### config.mk
export PLATFORM = sky130hd
export DESIGN_NAME = find_inv_bvmul_seq
export DESIGN_NICKNAME = d
export VERILOG_FILES = /design/src/rtl/find_inv_bvmul_seq.sv
export SDC_FILE = /design/constraint.sdc
export NUM_CORES = 1
export LEC_CHECK = 0
export ABC_AREA = 1
export BUFFER_PORTS_ARGS = -buffer_cell sky130_fd_sc_hd__clkbuf_2
export CAP_MARGIN = 30
export CORE_AREA = 8 8 63 65
export CTS_CLUSTER_DIAMETER = 30
export DETAILED_ROUTE_END_ITERATION = 10
export DIE_AREA = 0 0 71 73
export PLACE_DENSITY = 0.7
export SLEW_MARGIN = 15
export SYNTH_ARGS = -nofsm -noshare
export SYNTH_HDL_FRONTEND = slang
export SYNTH_SLANG_ARGS = --single-unit
### constraint.sdc
create_clock -name clk -period 1.9 [get_ports clk]
set_input_delay 0.38 -clock clk [delete_from_list [all_inputs] [get_ports clk]]
set_output_delay 0.38 -clock clk [all_outputs]
set_load 0.05 [all_outputs]
### src/rtl/find_inv_bvmul_seq.sv
// Sequential solver for the smallest unsigned x with (x*s mod 2^W) OP t.
// One candidate per cycle; the product is accumulated by repeated addition of s.
module find_inv_bvmul_seq #(
    parameter int W = 4
) (
    input  logic         clk,
    input  logic         rst_n,
    input  logic         in_valid,
    output logic         in_ready,
    input  logic [W-1:0] s,
    input  logic [W-1:0] t,
    input  logic [1:0]   mode,
    output logic         out_valid,
    input  logic         out_ready,
    output logic [W-1:0] x,
    output logic         found
);

    typedef enum logic [1:0] {
        IDLE   = 2'd0,
        SEARCH = 2'd1,
        DONE   = 2'd2
    } state_t;

    localparam logic [W:0] CAND_LAST = {1'b0, {W{1'b1}}};

    state_t         state_q, state_d;
    logic [W-1:0]   s_q, s_d;
    logic [W-1:0]   t_q, t_d;
    logic [1:0]     mode_q, mode_d;
    logic [W:0]     cand_q, cand_d;
    logic [W-1:0]   prod_q, prod_d;
    logic [W-1:0]   x_q, x_d;
    logic           found_q, found_d;
    logic           pred;
    logic           last;

    always_comb begin
        pred = 1'b0;
        case (mode_q)
            2'b00:   pred = (prod_q < t_q);
            2'b01:   pred = (prod_q > t_q);
            2'b10:   pred = (prod_q == t_q);
            default: pred = ($signed(prod_q) < $signed(t_q));
        endcase
    end

    assign last = (cand_q == CAND_LAST);

    always_ff @(posedge clk or negedge rst_n) begin
        if (!rst_n) begin
            state_q <= IDLE;
        end else begin
            state_q <= state_d;
        end
    end

    always_comb begin
        state_d = state_q;
        case (state_q)
            IDLE:    if (in_valid) state_d = SEARCH;
            SEARCH:  if (pred || last) state_d = DONE;
            DONE:    if (out_ready) state_d = IDLE;
            default: state_d = IDLE;
        endcase
    end

    always_comb begin
        in_ready  = (state_q == IDLE);
        out_valid = (state_q == DONE);
    end

    // Datapath: operands latch on accept, candidate/product advance while searching.
    always_comb begin
        s_d     = s_q;
        t_d     = t_q;
        mode_d  = mode_q;
        cand_d  = cand_q;
        prod_d  = prod_q;
        x_d     = x_q;
        found_d = found_q;
        case (state_q)
            IDLE: begin
                if (in_valid) begin
                    s_d    = s;
                    t_d    = t;
                    mode_d = mode;
                    cand_d = '0;
                    prod_d = '0;
                end
            end
            SEARCH: begin
                if (pred) begin
                    x_d     = cand_q[W-1:0];
                    found_d = 1'b1;
                end else if (last) begin
                    x_d     = '0;
                    found_d = 1'b0;
                end else begin
                    cand_d = cand_q + (W+1)'(1);
                    prod_d = prod_q + s_q;
                end
            end
            default: ;
        endcase
    end

    always_ff @(posedge clk or negedge rst_n) begin
        if (!rst_n) begin
            s_q     <= '0;
            t_q     <= '0;
            mode_q  <= '0;
            cand_q  <= '0;
            prod_q  <= '0;
            x_q     <= '0;
            found_q <= 1'b0;
        end else begin
            s_q     <= s_d;
            t_q     <= t_d;
            mode_q  <= mode_d;
            cand_q  <= cand_d;
            prod_q  <= prod_d;
            x_q     <= x_d;
            found_q <= found_d;
        end
    end

    assign x     = x_q;
    assign found = found_q;

endmodule

==> impl_metrics.toml <==
[sta]
setup_violations = 0
period_minus_slack_ps = 1780
tightest_slew_ps = 645
relSlewSlack_pct = 57.0
max_freq_ghz = 0.561
post-route-period-util_pct = 93.9
final_max_slew_viol_count = 0
finalHoldViolations = 0
final.setup_skew_ps = 5.71

[worst_setup_path]
cp-end-kind = "flip-flop"
worstSetupPathType = "reg2reg"
r2r_start = "prod_q[1]"
crit_chain = "ha_1, nand2_1, nand2_1, nand2_2, nand4_1, nand3_2, nand3_4, nand3_1, nand2_1"
arrival_ps = 2010
crit_top_cell = "nand2_1"
r2r_slack_ps = 120
reg2reg_depth = 9
start_kind = "flip-flop"
cp_slowest_cell = "dfrtp_1"
max_stage_delay_ps = 410
crit_required_ps = 2130
crit_fanout = 5
worst_r2r_endpoint = "prod_q[2]"

[placed_design]
io_buffers = 20
routabilityCongestion = 0.812
dp_cells = 216
hpwl_microns = 2100

[route]
viasPerCell = 5.27
wl_met3_microns = 94
drc = 0
vias = 1196
top_layer_used = "met4"
drt-total-wl_microns = 3020
wire_per_inst_microns = 13.3
ant_nets = 0
wl_met1_microns = 1440
wl_met2_microns = 1420
drt_iter0_markers = 59
first_pass_iters = 4

[yosys]
ys_seq_elements = 26
syn_avg_cell_area_sq_um = 8.74
ys_seq_area_share_pct = 44.8
syn_inst = 166
synth_warnings = 0
syn-num-nets = 190
synth_area_sq_um = 1450
synthDistinctLibCells = 23

[floorplanning]
die_w_microns = 71
start_util_pct = 49.2
dieHeight_microns = 73
core-area_sq_um = 2950
dieArea_sq_um = 5180
io_pins = 21
rows = 20

[clocking]
clockBufferDepth = 2
clk_latency_ps = 320
cts-root-buf = "clkbuf_4"
h-tree-depth = 1
postCtsHoldBufs = 0
cts_sinks = 26
path_clk_slew_ps = 140
cts_tree = "yes"
numCtsBuffers = 3

[grt]
antenna_found_initial = 0
gr-usage-all-layers_pct = 11.6
grt_pass1_vias = 1131
gr-total-overflow = 0
grt_max_degree = 27
grt_pass1_wl_microns = 4930

[worst_hold_path]
hold_class = "in2async"

[final_layout]
layout.nets = 219
area_growth_pct = 18.7
utilization_pct = 58.3
antenna_cells = 0
nFillCells = 270
final-instance-count-excl-fill = 227
drive_above_1_share_pct = 26.8

[pwr]
powerDensity_nw_per_um2 = 1640
ir_worst_vdd_uv = 712
power_leakage_nw = 0.901

[run]
cap_violations = 0

[status]
status = "finished clean"
## worst max-delay path: cells and delay by family, from the launching register on
kind          cells  cell delay, ps
fa+ha+maj         1             290
flops             1             410
simple gates      8             990
## Yosys cell counts
library cell  count  area [sq um]
a21oi_1           9          45.0
and3_1            1          6.26
buf_2             3          15.0
buf_6             1          11.3
clkbuf_1          1          3.75
dfrtp_1          26           651
fa_1              1          20.0
ha_1              9           113
inv_1            20          75.1
mux2_2            5          56.3
nand2_1          34           128
nand3_1          18          90.1
nand3_4           1          17.5
nand4_1          10          62.6
nand4_4           1          21.3
nor2_1           17          63.8
nor2_4            1          11.3
o21a_1            2          15.0
o21ai_0           1          5.00
o311ai_0          1          8.76
or2_2             1          6.26
xnor2_1           2          17.5
xor2_1            1          8.76
## cells by family after synthesis
group | count (synthesis) | share of synthesized area [%]
multiplexers | 5 | 3.88
AND/OR/NAND/NOR | 84 | 28.0
adder cells (fa/ha/maj) | 10 | 9.14
flip-flops | 26 | 44.8
XOR/XNOR | 3 | 1.81
AO/OA/AOI/OAI | 13 | 5.09
buffers and inverters | 25 | 7.24
## per-layer routing
layer / vias to the layer above / track usage, %
li1: 610 / -
met1: 560 / 14.6
met2: 19 / 18.5
met3: 7 / 2.20
met4: 0 / 5.54
met5: - / 0
## flip-flops by register name, indices dropped and copies added (netlist names)
name,flops
cand_q,5
found,1
mode_q,2
prod_q,4
s_q,4
state_q,2
t_q,4
x,4
## power breakdown
group,internal [mW],switching (mW)
clock,0.117,0.165
sequential,0.764,0.146
combinational,0.581,1.04
total,1.46,1.35
## worst max path at each step
stage               slack, ps   endpoint       start
floorplan                 240  cand_q[2]  state_q[1]
global placement          160       x[2]   prod_q[3]
detailed placement         80       x[1]   prod_q[3]
CTS                        60       x[0]   prod_q[3]
global route               -4  cand_q[1]   prod_q[0]
finish                    120  prod_q[2]   prod_q[1]
## per-stage QoR
step / power, mW / setup TNS (ps) / hold WS (ps) / worst slack (ps) / area [sq um]
floorplan: 2.04 / 0 / 84.4 / 237 / 1450
global placement: 2.27 / 0 / 432 / 157 / 1580
detailed placement: 2.32 / 0 / 443 / 76.9 / 1580
CTS: 2.60 / 0 / 68.5 / 60.2 / 1620
global route: 3.05 / -5.26 / 97.5 / -4.09 / 1720
finish: 2.82 / 0 / 49.2 / 116 / 1720
## cell type report
class / count / area, sq um / area share [%]
repair buffers: 27 / 153 / 8.86
multi-input cells: 117 / 767 / 44.5
well taps: 33 / 41.3 / 2.40
flip-flops and latches: 26 / 651 / 37.8
inverters: 20 / 75.1 / 4.36
clock buffers: 4 / 36.3 / 2.11
## repair_timing
item	in CTS	in global routing
gates resized for setup	0	10
setup buffers	0	5
setup endpoints to repair	0	15
## cells in the final DEF, fill, tap and decap left out
master	instances
a21oi_1	8
a21oi_2	1
and3_1	1
buf_4	7
clkbuf_2	20
clkbuf_4	3
clkbuf_8	1
dfrtp_1	26
fa_1	1
ha_1	8
ha_4	1
inv_1	19
inv_2	1
mux2_2	5
nand2_1	32
nand2_2	2
nand3_1	15
nand3_2	3
nand3_4	2
nand4_1	10
nand4_2	1
nand4_4	1
nor2_1	15
nor2_2	2
nor2_4	1
o21a_1	2
o21ai_0	1
o311ai_0	1
or2_2	1
xnor2_1	2
xor2_1	1
(Power assumes the default switching activity.)
